$ cat src/rtl/alu_pkg.sv
// alu_pkg: shared definitions for the execute-stage ALU.
//   ALU_WIDTH    default operand/result width
//   ALU_*        4-bit operation codes produced by the ALU control decoder
//   alu_state_e  sequencing states (MUL/DONE only used with ALU_EXEC_MULT_EN)
package alu_pkg;

    localparam int ALU_WIDTH = 32;

    localparam logic [3:0] ALU_AND = 4'd0;
    localparam logic [3:0] ALU_OR  = 4'd1;
    localparam logic [3:0] ALU_ADD = 4'd2;
    localparam logic [3:0] ALU_MUL = 4'd3;
    localparam logic [3:0] ALU_SUB = 4'd6;
    localparam logic [3:0] ALU_SLT = 4'd7;
    localparam logic [3:0] ALU_NOR = 4'd12;

    typedef enum logic [1:0] {
        IDLE = 2'd0,
        MUL  = 2'd1,
        DONE = 2'd2
    } alu_state_e;

endpackage

$ cat src/rtl/alu_exec_if.sv
// alu_exec_if: operation/result handshake bundle of the execute-stage ALU.
//   in_valid/in_ready      operation transfer (ALUcontrole, a, b)
//   out_valid/out_ready    result transfer (resultado, zero, overflow)
//   master modport: upstream producer + downstream consumer side
//   slave modport:  the ALU itself
interface alu_exec_if
    import alu_pkg::*;
#(
    parameter int WIDTH = ALU_WIDTH
);
    logic             in_valid;
    logic             in_ready;
    logic [3:0]       ALUcontrole;
    logic [WIDTH-1:0] a;
    logic [WIDTH-1:0] b;
    logic             out_valid;
    logic             out_ready;
    logic [WIDTH-1:0] resultado;
    logic             zero;
    logic             overflow;

    modport master (
        output in_valid, ALUcontrole, a, b, out_ready,
        input  in_ready, out_valid, resultado, zero, overflow
    );

    modport slave (
        input  in_valid, ALUcontrole, a, b, out_ready,
        output in_ready, out_valid, resultado, zero, overflow
    );
endinterface

$ cat src/rtl/alu_exec_mult_iter.sv
// mult_iter: iterative unsigned shift-add multiplier, one partial product per step.
//   start_i    latch a_i/b_i, clear accumulator and counter
//   step_i     perform one shift-add step
//   last_o     the next step is the final one (counter == WIDTH-1)
//   done_o     the final step is being taken this cycle
//   product_o  accumulator, low WIDTH bits of a*b once all steps are done
module mult_iter #(
    parameter int WIDTH = 32
) (
    input  logic             clk,
    input  logic             rst_n,
    input  logic             start_i,
    input  logic             step_i,
    input  logic [WIDTH-1:0] a_i,
    input  logic [WIDTH-1:0] b_i,
    output logic             last_o,
    output logic             done_o,
    output logic [WIDTH-1:0] product_o
);
    localparam int CNT_W = $clog2(WIDTH);

    logic [WIDTH-1:0] a_shift_q, a_shift_d;
    logic [WIDTH-1:0] b_shift_q, b_shift_d;
    logic [WIDTH-1:0] acc_q, acc_d;
    logic [CNT_W-1:0] cnt_q, cnt_d;

    assign last_o    = (cnt_q == CNT_W'(WIDTH - 1));
    assign done_o    = step_i && last_o;
    assign product_o = acc_q;

    // Next-state of the operand shifters, accumulator and step counter.
    always_comb begin
        a_shift_d = a_shift_q;
        b_shift_d = b_shift_q;
        acc_d     = acc_q;
        cnt_d     = cnt_q;
        if (start_i) begin
            a_shift_d = a_i;
            b_shift_d = b_i;
            acc_d     = {WIDTH{1'b0}};
            cnt_d     = {CNT_W{1'b0}};
        end else if (step_i) begin
            // bit k of b selects a<<k; bits shifted past WIDTH are dropped
            if (b_shift_q[0]) begin
                acc_d = acc_q + a_shift_q;
            end else begin
                acc_d = acc_q;
            end
            a_shift_d = a_shift_q << 1;
            b_shift_d = b_shift_q >> 1;
            cnt_d     = cnt_q + CNT_W'(1);
        end else begin
            cnt_d = cnt_q;
        end
    end

    // Multiplier state registers.
    always_ff @(posedge clk or negedge rst_n) begin
        if (!rst_n) begin
            a_shift_q <= {WIDTH{1'b0}};
            b_shift_q <= {WIDTH{1'b0}};
            acc_q     <= {WIDTH{1'b0}};
            cnt_q     <= {CNT_W{1'b0}};
        end else begin
            a_shift_q <= a_shift_d;
            b_shift_q <= b_shift_d;
            acc_q     <= acc_d;
            cnt_q     <= cnt_d;
        end
    end
endmodule

$ cat src/rtl/alu_exec.sv
// alu_exec: registered execute-stage ALU with valid/ready handshakes.
//   clk, rst_n  clock, asynchronous active-low reset
//   bus         alu_exec_if.slave: ALUcontrole/a/b in, resultado/zero/overflow out
// Single-cycle ops complete with latency 1 at one op per cycle. Defining
// ALU_EXEC_MULT_EN adds code 3 as an iterative unsigned multiply (latency
// WIDTH+1, input stalled meanwhile); without it code 3 executes as ADD.
module alu_exec
    import alu_pkg::*;
#(
    parameter int WIDTH = ALU_WIDTH
) (
    input  logic       clk,
    input  logic       rst_n,
    alu_exec_if.slave  bus
);
    localparam int MSB = WIDTH - 1;

    logic [WIDTH-1:0] resultado_q, resultado_d;
    logic             zero_q, zero_d;
    logic             overflow_q, overflow_d;
    logic             out_valid_q, out_valid_d;

    logic [WIDTH-1:0] sum_s, diff_s, op_res_s, mul_res_s;
    logic             op_ovf_s;
    logic             out_free_s, in_ready_s, accept_s;
    logic             is_mul_s, load_alu_s, load_mul_s;

    // The output register can take a new value when empty or draining now.
    assign out_free_s = !out_valid_q || bus.out_ready;
    assign accept_s   = bus.in_valid && in_ready_s;
    assign load_alu_s = accept_s && !is_mul_s;

`ifdef ALU_EXEC_MULT_EN
    alu_state_e       state_q, state_d;
    logic             step_s, last_s, done_s;

    assign in_ready_s = (state_q == IDLE) && out_free_s;
    assign is_mul_s   = (bus.ALUcontrole == ALU_MUL);
    assign load_mul_s = (state_q == DONE);

    mult_iter #(.WIDTH(WIDTH)) u_mult_iter (
        .clk       (clk),
        .rst_n     (rst_n),
        .start_i   (accept_s && is_mul_s),
        .step_i    (step_s),
        .a_i       (bus.a),
        .b_i       (bus.b),
        .last_o    (last_s),
        .done_o    (done_s),
        .product_o (mul_res_s)
    );

    // Sequencing FSM: the final multiply step waits until the output register is free.
    always_comb begin
        state_d = state_q;
        step_s  = 1'b0;
        case (state_q)
            IDLE: begin
                if (accept_s && is_mul_s) begin
                    state_d = MUL;
                end else begin
                    state_d = IDLE;
                end
            end
            MUL: begin
                step_s = !last_s || out_free_s;
                if (done_s) begin
                    state_d = DONE;
                end else begin
                    state_d = MUL;
                end
            end
            DONE:    state_d = IDLE;
            default: state_d = IDLE;
        endcase
    end

    // FSM state register.
    always_ff @(posedge clk or negedge rst_n) begin
        if (!rst_n) begin
            state_q <= IDLE;
        end else begin
            state_q <= state_d;
        end
    end
`else
    assign in_ready_s = out_free_s;
    assign is_mul_s   = 1'b0;
    assign load_mul_s = 1'b0;
    assign mul_res_s  = {WIDTH{1'b0}};
`endif

    assign sum_s  = bus.a + bus.b;
    assign diff_s = bus.a - bus.b;

    // Single-cycle operation result and signed-overflow flag.
    always_comb begin
        op_res_s = sum_s;
        op_ovf_s = 1'b0;
        case (bus.ALUcontrole)
            ALU_AND: op_res_s = bus.a & bus.b;
            ALU_OR:  op_res_s = bus.a | bus.b;
            ALU_SUB: begin
                op_res_s = diff_s;
                op_ovf_s = (bus.a[MSB] != bus.b[MSB]) && (diff_s[MSB] != bus.a[MSB]);
            end
            ALU_SLT: op_res_s = {{(WIDTH-1){1'b0}}, ($signed(bus.a) < $signed(bus.b))};
            ALU_NOR: op_res_s = ~(bus.a | bus.b);
            default: begin
                // ADD, and every unassigned code executes as ADD
                op_res_s = sum_s;
                op_ovf_s = (bus.a[MSB] == bus.b[MSB]) && (sum_s[MSB] != bus.a[MSB]);
            end
        endcase
    end

    // Output register: load a new result, drain on transfer, otherwise hold.
    always_comb begin
        resultado_d = resultado_q;
        zero_d      = zero_q;
        overflow_d  = overflow_q;
        out_valid_d = out_valid_q;
        if (load_alu_s) begin
            resultado_d = op_res_s;
            zero_d      = (op_res_s == {WIDTH{1'b0}});
            overflow_d  = op_ovf_s;
            out_valid_d = 1'b1;
        end else if (load_mul_s) begin
            resultado_d = mul_res_s;
            zero_d      = (mul_res_s == {WIDTH{1'b0}});
            overflow_d  = 1'b0;
            out_valid_d = 1'b1;
        end else if (out_valid_q && bus.out_ready) begin
            out_valid_d = 1'b0;
        end else begin
            out_valid_d = out_valid_q;
        end
    end

    // Output flops.
    always_ff @(posedge clk or negedge rst_n) begin
        if (!rst_n) begin
            resultado_q <= {WIDTH{1'b0}};
            zero_q      <= 1'b0;
            overflow_q  <= 1'b0;
            out_valid_q <= 1'b0;
        end else begin
            resultado_q <= resultado_d;
            zero_q      <= zero_d;
            overflow_q  <= overflow_d;
            out_valid_q <= out_valid_d;
        end
    end

    assign bus.in_ready  = in_ready_s;
    assign bus.out_valid = out_valid_q;
    assign bus.resultado = resultado_q;
    assign bus.zero      = zero_q;
    assign bus.overflow  = overflow_q;
endmodule

$ cat src/flat_wrapper.sv
// flat-port wrapper written by rule: the top's interface ports become plain ports
module alu_exec_flat import alu_pkg::*;
#(
    parameter int WIDTH = ALU_WIDTH
)
  (clk, rst_n, bus_in_valid, bus_ALUcontrole, bus_a, bus_b, bus_out_ready, bus_in_ready, bus_out_valid, bus_resultado, bus_zero, bus_overflow);
  alu_exec_if #(.WIDTH(WIDTH)) bus_i ();
  input  logic clk;
  input  logic rst_n;
  input wire logic [$bits(bus_i.in_valid)-1:0] bus_in_valid;
  input wire logic [$bits(bus_i.ALUcontrole)-1:0] bus_ALUcontrole;
  input wire logic [$bits(bus_i.a)-1:0] bus_a;
  input wire logic [$bits(bus_i.b)-1:0] bus_b;
  input wire logic [$bits(bus_i.out_ready)-1:0] bus_out_ready;
  output wire logic [$bits(bus_i.in_ready)-1:0] bus_in_ready;
  output wire logic [$bits(bus_i.out_valid)-1:0] bus_out_valid;
  output wire logic [$bits(bus_i.resultado)-1:0] bus_resultado;
  output wire logic [$bits(bus_i.zero)-1:0] bus_zero;
  output wire logic [$bits(bus_i.overflow)-1:0] bus_overflow;
  assign bus_i.in_valid = bus_in_valid;
  assign bus_i.ALUcontrole = bus_ALUcontrole;
  assign bus_i.a = bus_a;
  assign bus_i.b = bus_b;
  assign bus_i.out_ready = bus_out_ready;
  assign bus_in_ready = bus_i.in_ready;
  assign bus_out_valid = bus_i.out_valid;
  assign bus_resultado = bus_i.resultado;
  assign bus_zero = bus_i.zero;
  assign bus_overflow = bus_i.overflow;
  alu_exec #(.WIDTH(WIDTH)) u_core (.clk(clk), .rst_n(rst_n), .bus(bus_i));
endmodule
$ cat config.mk
export PLATFORM = sky130hd
export DESIGN_NAME = alu_exec_flat
export DESIGN_NICKNAME = d
export VERILOG_FILES = /design/src/rtl/alu_pkg.sv /design/src/rtl/alu_exec_if.sv /design/src/rtl/alu_exec_mult_iter.sv /design/src/rtl/alu_exec.sv /design/src/flat_wrapper.sv
export SDC_FILE = /design/constraint.sdc
export NUM_CORES = 1
export LEC_CHECK = 0
export ABC_AREA = 1
export CORE_ASPECT_RATIO = 1.25
export CORE_MARGIN = 2
export CORE_UTILIZATION = 55
export DETAILED_ROUTE_END_ITERATION = 6
export PLACE_DENSITY = 0.8
export SLEW_MARGIN = 25
export SYNTH_ARGS = -nofsm -noshare
export SYNTH_HDL_FRONTEND = slang
export SYNTH_SLANG_ARGS = --single-unit
$ cat constraint.sdc
create_clock -name clk -period 4.2 [get_ports clk]
set_clock_uncertainty 0.2 [all_clocks]
set_input_delay 0.84 -clock clk [delete_from_list [all_inputs] [get_ports clk]]
set_output_delay 0.84 -clock clk [all_outputs]
set_load 0.05 [all_outputs]
==> Word level (Yosys, flattened, before mapping) <==
Cells that the tools add are included.
{ "classes": {"addsub": 2, "magnitude_cmp": 1, "eq_ne": 8, "n_mux": 4, "bitwise": 3, "reduce_logical": 10} }
{ "op_table": {"columns": ["op", "count"], "rows": [
  ["$pmux W32 S5", 1],
  ["$add A32 B32 Y32", 1],
  ["$and A32 B32 Y32", 1],
  ["$logic_not A32 Y1", 1],
  ["$lt A32 B32 Y1", 1],
  ["$not A32 Y32", 1],
  ["$or A32 B32 Y32", 1],
  ["$sub A32 B32 Y32", 1],
  ["$eq A4 B3 Y1 const B", 2],
  ["$eq A4 B1 Y1 const B", 1],
  ["$eq A4 B4 Y1 const B", 1],
  ["$logic_and A1 B1 Y1", 4],
  ["$logic_not A4 Y1", 1],
  ["$reduce_or A4 Y1", 1],
  ["$ne A1 B1 Y1", 3],
  ["$mux W1", 2],
  ["$pmux W1 S2", 1],
  ["$reduce_bool A2 Y1", 1],
  ["$eq A1 B1 Y1", 1],
  ["$logic_not A1 Y1", 1],
  ["$logic_or A1 B1 Y1", 1]
]} }
{ "totals": {"register_bits": 35, "word_cells": 32} }

==> Longest topological paths before layout <==
Gate-level depths: netlist of run 1.
{ "logic_depth": {"depth_word": 4, "mapped_depth": 22} }

==> Least setup slack after synthesis of run 1 <==
OpenSTA, ideal clock, no wires.
{ "synth_path": {"path_type": "in2reg", "start": "input port bus_a[0]", "end": "register u_core.zero_q (netlist: u_core.bus.zero)", "setup_ns": 0.066, "arrival_time_ns": 2.679, "path_slack_ns": 1.256, "stages": 22, "n_path_buf": 0, "cell_sequence": "inv_1 > ha_1 > fa_1 > inv_1 > nand2_1 > nand2_1 > nand3_1 > nand2_1 > nand2_1 > nand2_1 > nand2_1 > nand2_1 > nand2_1 > nand3_1 > nand2_1 > nand2_1 > nand2_1 > nor2_1 > nand3_1 > nor2_1 > nand2_1 > nand2_1"} }
{ "synth_between": {"elab_chain_cells": 4, "elab_cells_between_ends": 8} }
{ "synth_lines": {"columns": ["element", "line_no", "text"], "rows": [
  ["from (decl)", "flat_wrapper.sv:12", "input wire logic [$bits(bus_i.a)-1:0] bus_a;"],
  ["parallel branches: the longest is 2 deep, another holds $add A32 B32 Y32", null, null],
  ["$pmux W32 S5 (*)", "alu_exec.sv:100", "case (bus.ALUcontrole)"],
  ["$logic_not A32 Y1 (*)", "alu_exec.sv:125", "zero_d = (op_res_s == {WIDTH{1'b0}});"],
  ["to (signal assigned)", "alu_exec.sv:149", "zero_q <= zero_d;"],
  ["to (decl)", "alu_exec.sv:19", "logic zero_q, zero_d;"]
]} }
Mark *: on every way between the ends.
A chain may end at the register's enable or synchronous reset.

==> Worst setup path in the final report of run 1 <==
{ "layout_path": {"start": "input port bus_b[0]", "end": "register u_core.zero_q (netlist: u_core.bus.zero)"} }
{ "layout_between": {"elab_chain_cells": 4, "elab_cells_between_ends": 8} }
{ "layout_lines": {"columns": ["element", "line_no", "text"], "rows": [
  ["from (decl)", "flat_wrapper.sv:13", "input wire logic [$bits(bus_i.b)-1:0] bus_b;"],
  ["parallel branches: the longest is 2 deep, another holds $add A32 B32 Y32", null, null],
  ["$pmux W32 S5 (*)", "alu_exec.sv:100", null],
  ["$logic_not A32 Y1 (*)", "alu_exec.sv:125", null]
]} }
Marked as above.

==> flow_summary.yaml, run 1 <==
global_route:
  grt_use_total: 0.377
  grt_pass1_vias: 8726
  antenna_found_initial: 0
  grt_pass1_wl_um: 43600
  globalRouteOverflowTotal: 0
  grt_max_degree: 43
clock_network:
  clockRootBuffer: "clkbuf_16"
  hold_buffers: 0
  cts_max_level: 2
  cts_resized: 0
  clk_path_buf_depth: 2
  clkLatencyLatePin_ns: 0.27
  cts.clk_slew.worst_paths_ns: 0.06
  cts_made_buffers: 5
  postCtsSetupRepairBufs: 0
  tritoncts: "done"
  cts.sinks: 35
timing:
  relSlewSlack: 0.452
  hold_violations: 0
  setup_viol: 0
  fin_crit_ns: 3.76
  rsz0062_at_grt: "no"
  tightestPinTransition_ns: 0.821
  whs_ns: 0.275
  fin_crit_sh: 0.894
  slew_viol_final: 0
  fmax_mhz: 266
  tns_ns: 0
run:
  max-cap-violations: 0
yosys:
  synth_edf_count: 0
  netlist_area_mm2: 0.00778
  avgSynthCellArea_um2: 5.44
  synthTopCellsByArea: "nand2_1 24%, ha_1 15%, inv_1 12%, dfrtp_1 11%, nand3_1 9.3%"
  yosys_most_used_dff: "dfrtp_1"
  yosysTopAreaCell: "nand2_1"
  async_flop_share: 1.00
  netlist.area_leader.share: 0.236
  syn_inst: 1430
  syn_nets: 1600
  synth.distinct_cells: 41
  synth_seq_area_share: 0.113
  yosys_warnings: 0
  ys_seq_elements: 35
worst_setup_path:
  critPathRequiredTime_ns: 4.22
  critPathKind: "input port to register"
  cp.arrival_ns: 3.77
  reg2reg_setup_slack_ns: 2.17
  critPathMaxFanout: 5
  cp-start-kind: "input port"
  r2r_cells: 15
  rr_startpoint: "u_core.bus.out_valid"
  reg2reg_to: "u_core.bus.zero"
  endpoint_kind: "register"
layout:
  syn_to_final_growth_pct: 19.5
  insertedDiodeCount: 0
  drive_above_1_share: 0.0572
  final_area_mm2: 0.00929
  nNetsFinal: 1708
route:
  drc_errors: 0
  wl_um: 28700
  vias: 9379
  drt_iter0_drc: 784
  viasPerCell: 5.47
  first_pass_iters: 5
  final_antenna_net_count: 0
  wl_per_cell_um: 16.7
floorplan:
  fp-row-count: 48
  die_area_mm2: 0.0151
  die_x_um: 110
  die_y_um: 137
  initial_core_util: 0.563
  io-pin-count: 108
  core_area_mm2: 0.0138
status:
  status: "finished clean"
hold_path:
  hold_path_class: "register to register"
  min_path_cells: 2
  hold_start: "u_core.bus.resultado[29]"
  whs_endpoint: "u_core.bus.resultado[29]"
place:
  place.port_buffers: 107
  globalplace.congestion: 1.07
  place_area_mm2: 0.00912
  dp_hpwl_um: 23800
power:
  leakage_uw: 0.00537
  power_density_mw_per_mm2: 255
  peakVddDrop_uv: 406
==> cells in the mapped netlist (all sizes together) (2+ instances only) <==
cell and instances:
nor2 167, o22ai 3, a21oi 55, o21a 2, o21ai 33, clkbuf 8
a211oi 5, and2 2, nor3 13, clkinv 3, a31oi 3, nand3b 2
a21o 3, inv 265, xor2 2, dfrtp 35, buf 29, o21bai 6
a221oi 21, nand3 150, nand4 19, nand2 503, fa 2, ha 96
==> power by group <==
| part | total [uW] | internal [uW] | switching, uW |
|---|---|---|---|
| Sequential | 449 | 406 | 42.2 |
| Clock | 434 | 295 | 139 |
| Combinational | 1490 | 486 | 1000 |
==> layer usage <==
layer / global-route usage / share of wire
met3: 0.0452 / 0.063
met5: 0 / 0
met1: 0.411 / 0.36
met2: 0.655 / 0.48
met4: 0.288 / 0.095
==> registers in the layout, summed over array words and instances, names as in the netlist <==
| register | cells |
|---|---|
| u_core.bus.out_valid | 1 |
| u_core.bus.overflow | 1 |
| u_core.bus.resultado | 32 |
| u_core.bus.zero | 1 |
==> layout by cell type (no fill, tap or decap), types with 6 or more instances in the layout <==
master           instances
nand2_1                489
inv_1                  256
nor2_1                 154
nand3_1                145
clkdlybuf4s50_1        107
ha_1                    96
a21oi_1                 52
dfrtp_1                 35
buf_4                   30
o21ai_0                 27
a221oi_1                21
nand4_1                 18
nand2_2                 13
nor3_1                  10
inv_2                    9
nor2_2                   8
o21bai_1                 6
o21ai_1                  6
==> worst max-delay path: stages <==
cell             delay [ns]
clkdlybuf4s50_1        0.46
ha_1                   0.37
fa_1                   0.52
nand3_1                0.14
nand2_1                0.09
nand3_1                0.10
nand3_1                0.16
nand2_1                0.16
nand3_1                0.09
nand3_1                0.09
nand3_1                0.15
nor2_1                 0.21
nand4_1                0.15
nor2_1                 0.12
nand2_1                0.07
nand2_1                0.05
==> cell type report <==
type | instances | area [um^2]
Multi-Input combinational cell | 1090 | 5700
Fill cell | 1374 | 4520
Timing Repair Buffer | 138 | 1320
Sequential cell | 35 | 876
Inverter | 268 | 1010
Clock inverter | 2 | 35.0
Clock buffer | 6 | 139
Tap cell | 175 | 219
==> cell families (layout without fill, tap and decap cells) <==
kind of cell / Yosys count / after routing / synth area share
simple gates: 857 / 857 / 0.467
buf+inv: 305 / 414 / 0.155
compound gates: 132 / 132 / 0.103
fa+ha+maj: 98 / 98 / 0.160
flops: 35 / 35 / 0.113
xor+xnor: 3 / 3 / 0.00338
==> worst max path at each step <==
stage | from | endpoint | slack [ns] | depth (start not counted)
after floorplan | bus_a[0] | u_core.bus.zero | 1.26 | 22
after global placement | bus_b[7] | u_core.bus.zero | 0.29 | 18
after detailed placement | bus_a[0] | u_core.bus.zero | 0.26 | 21
after CTS | bus_a[0] | u_core.bus.zero | 0.52 | 21
after global routing | bus_a[5] | u_core.bus.zero | 0.19 | 19
final | bus_b[0] | u_core.bus.zero | 0.44 | 16
==> through the flow <==
stage	power, uW	setup WS, ns	util	instances
floorplan	1390	1.26	-	1430
global route	2510	0.189	0.673	1714
global placement	1890	0.292	0.660	1706
CTS	2350	0.517	0.673	1714
detailed placement	1910	0.255	0.660	1706
finish	2370	0.445	0.673	1714
No activity file was read; power rests on OpenSTA's default activity.
==> run 2: changes to the inputs <==
SLEW_MARGIN = 20   (was 25)
==> results of run 2 <==
No change in the layout: final DEF, timing and power equal those of run 1.
==> run 3: changes to the inputs <==
CORE_MARGIN = 5   (was 2)
CORE_UTILIZATION = 52   (was 55)
PLACE_DENSITY = 0.79   (was 0.8)
clock period = 3.03 ns   (was 4.2 ns; I/O delays follow)
==> flow_summary.yaml, run 3 <==
global_route:
  grt_max_degree: 43
  grt_use_total: 0.803
  globalRouteOverflowTotal: 347
yosys:
  syn_nets: 1600
  yosys_warnings: 0
  yosysTopAreaCell: "nand2_1"
  async_flop_share: 1.00
  synth_seq_area_share: 0.113
  ys_seq_elements: 35
  synthTopCellsByArea: "nand2_1 24%, ha_1 15%, inv_1 12%, dfrtp_1 11%, nand3_1 9.3%"
  synth_commonest_cells: "489 x nand2_1, 256 x inv_1, 155 x nor2_1"
  synth.most_common_cell: "nand2_1"
  netlist.area_leader.share: 0.236
  netlist_area_mm2: 0.00778
  avgSynthCellArea_um2: 5.44
  yosys_most_used_dff: "dfrtp_1"
  synth_edf_count: 0
  syn_inst: 1430
  synth.distinct_cells: 41
place:
  pre_cts_ws_ns: -0.664
  place.port_buffers: 107
  globalplace.congestion: 1.03
  place_area_mm2: 0.0116
  dp_hpwl_um: 29500
clock_network:
  clk_path_buf_depth: 2
  cts.sinks: 35
  clockRootBuffer: "clkbuf_16"
  cts_made_buffers: 5
  cts_max_level: 2
floorplan:
  initial_core_util: 0.524
  fp-row-count: 50
  die_x_um: 119
  io-pin-count: 108
  die_y_um: 147
timing:
  crit_endpoint: "u_core.bus.zero$_DFFE_PN0P_/D"
  worst-ep-kind: "sequential cell input"
status:
  first-error: "[ERROR GRT-0232] Routing congestion too high. Check the congestion heatmap in the GUI."
  status: "aborted with a tool error"
  haltStage: "global routing"
[run 3: cell counts after synthesis]
No cell type changed its count.
[run 3: metal layers]
metal  GRT overflow  global-route usage
met1              4               0.758
met2            242               0.993
met3              2               0.640
met4             95               0.888
met5              4               0.219
[run 3: timing repair]
| action | in CTS |
|---|---|
| resized for setup | 363 |
| hold buffers | 0 |
| pin swaps | 106 |
| endpoints found under the setup margin | 18 |
| buffers inserted | 32 |
[run 3: per-stage QoR]
| step | std cells | utilization | TNS (ns) |
|---|---|---|---|
| after CTS | 2075 | 0.891 | 0 |
| after detailed placement | 2035 | 0.785 | -9.49 |
| after global placement | 2035 | 0.785 | -8.22 |
| after floorplan | 1430 | - | 0 |
[run 3: logic make-up after synthesis]
| kind of cell | after synthesis | synth area share |
|---|---|---|
| compound gates | 132 | 0.103 |
| xor+xnor | 3 | 0.00338 |
| fa+ha+maj | 98 | 0.160 |
| buf+inv | 305 | 0.155 |
| flops | 35 | 0.113 |
| simple gates | 857 | 0.467 |
==> run 4: changes to the inputs <==
CORE_ASPECT_RATIO = unset   (was 1.25)
CORE_UTILIZATION = 40   (was 52)
PLACE_DENSITY = unset   (was 0.79)
PLACE_DENSITY_LB_ADDON = 0.15   (was unset)
clock period = 3.94 ns   (was 3.03 ns; I/O delays follow)
==> flow_summary.yaml, run 4 (synthesis gave the netlist of run 1 again) <==
status:
  status: "finished clean"
timing:
  slew_viol_final: 0
  hold_violations: 0
  tns_ns: 0
  timing.final.ws_setup_ns: 0.239
  tightestPinTransition_ns: 0.850
  fmax_mhz: 270
  fin_crit_sh: 0.939
  relSlewSlack: 0.433
  rsz0062_at_grt: "no"
  fin_crit_ns: 3.70
  setup_viol: 0
route:
  viasPerCell: 4.98
  first_pass_iters: 6
  drt_iter0_drc: 778
  wl_um: 29500
  vias: 9274
  wl_per_cell_um: 15.8
  final_antenna_net_count: 0
  drc_errors: 0
layout:
  final_cell_mix: "489 x nand2_1, 256 x inv_1, 154 x nor2_1"
  largest_reg_flops: 32
  layout.cells.non_filler: 1861
  syn_to_final_growth_pct: 26.7
  layout_commonest_cell: "nand2_1"
  final_area_mm2: 0.00985
  nNetsFinal: 1766
  finish.utilization: 0.511
  insertedDiodeCount: 0
  drive_above_1_share: 0.0915
floorplan:
  core_area_mm2: 0.0193
  die_y_um: 149
  die_area_mm2: 0.0223
  io-pin-count: 108
  die_x_um: 149
  fp-row-count: 51
  initial_core_util: 0.404
global_route:
  grt_pass1_vias: 8796
  globalRouteOverflowTotal: 0
  grt_use_total: 0.260
  antenna_found_initial: 1
  grt_pass1_wl_um: 46000
  grt_max_degree: 43
hold_path:
  min_path_cells: 2
  hold_path_class: "register to register"
  whs_endpoint: "u_core.bus.resultado[16]"
  hold_start: "u_core.bus.resultado[16]"
clock_network:
  clkLatencyLatePin_ns: 0.28
  tritoncts: "done"
  clockRootBuffer: "clkbuf_16"
  clk_path_buf_depth: 2
  cts.clk_slew.worst_paths_ns: 0.05
  cts.sinks: 35
  cts_made_buffers: 5
  cts_max_level: 2
worst_setup_path:
  rr_startpoint: "u_core.bus.out_valid"
  r2r_cells: 15
  endpoint_kind: "register"
  critPathKind: "input port to register"
  reg2reg_setup_slack_ns: 1.94
  cp.arrival_ns: 3.72
  reg2reg_to: "u_core.bus.zero"
  cp-start-kind: "input port"
  critPathMaxFanout: 4
  critPathRequiredTime_ns: 3.96
place:
  place.port_buffers: 107
  globalplace.congestion: 1.02
  dpl.cell_count: 1854
  dp_hpwl_um: 25300
  pre_cts_ws_ns: -0.0147
  place_area_mm2: 0.00970
run:
  max-cap-violations: 0
power:
  leakage_uw: 0.00564
  power_density_mw_per_mm2: 257
  peakVddDrop_uv: 169
-- run 4: worst max path at each step --
stage,startpoint,endpoint,depth (start not counted)
final,bus_a[0],u_core.bus.zero,21
after global routing,bus_a[27],u_core.bus.zero,18
after CTS,bus_a[5],u_core.bus.zero,18
after detailed placement,bus_a[5],u_core.bus.zero,18
after global placement,bus_a[5],u_core.bus.zero,20
after floorplan,bus_a[0],u_core.bus.zero,22
-- run 4: where the power goes --
| part | internal, uW | total [uW] | switching [uW] | leakage (uW) |
|---|---|---|---|---|
| sequential | 433 | 474 | 40.8 | 0.000433 |
| combinational | 593 | 1670 | 1080 | 0.00514 |
| clock | 246 | 382 | 136 | 0.0000727 |
| total | 1270 | 2530 | 1260 | 0.00564 |
-- run 4: layout make-up --
cell class | instances | area (um^2)
Sequential cell | 35 | 876
Timing Repair Buffer | 196 | 1790
Multi-Input combinational cell | 1090 | 5700
Clock buffer | 6 | 139
Inverter | 268 | 1010
Clock inverter | 1 | 5.00
Fill cell | 2128 | 9420
Tap cell | 265 | 332
-- run 4: critical path, cell delays in order --
cell and delay (ns):
clkdlybuf4s50_1 0.48, inv_1 0.07, ha_1 0.22, fa_1 0.39
inv_1 0.07, nand2_1 0.07, nand2_1 0.14, nand3_1 0.14
nand2_1 0.13, nand2_1 0.08, nand2_2 0.11, inv_2 0.04
nor2_1 0.12, o21ai_1 0.08, nand2_1 0.06, o21ai_1 0.05
nor2_1 0.36, nand2_1 0.10, nor2_1 0.11, nand2_1 0.06
nand2_1 0.05
-- run 4: stage by stage --
| stage | hold slack (ns) | total power, uW |
|---|---|---|
| 6_report | 0.273 | 2530 |
| 5_1_grt | 0.292 | 2710 |
| 4_1_cts | 0.279 | 2520 |
| 3_5_place_dp | 0.265 | 2130 |
| 3_3_place_gp | 0.261 | 2130 |
| 2_1_floorplan | 0.292 | 1490 |
-- run 4: repair_timing --
item	CTS	global route
buffers inserted	0	0
hold buffers	0	0
gates resized for setup	0	1
endpoints found under the setup margin	0	1
-- run 4: metal layers --
metal / GRT usage / vias to the layer above / part of all wire
li1: - / 4788 / -
met1: 0.376 / 4124 / 0.47
met2: 0.411 / 324 / 0.43
met3: 0.0385 / 36 / 0.080
met4: 0.0577 / 2 / 0.020
met5: 0 / - / 0.00044
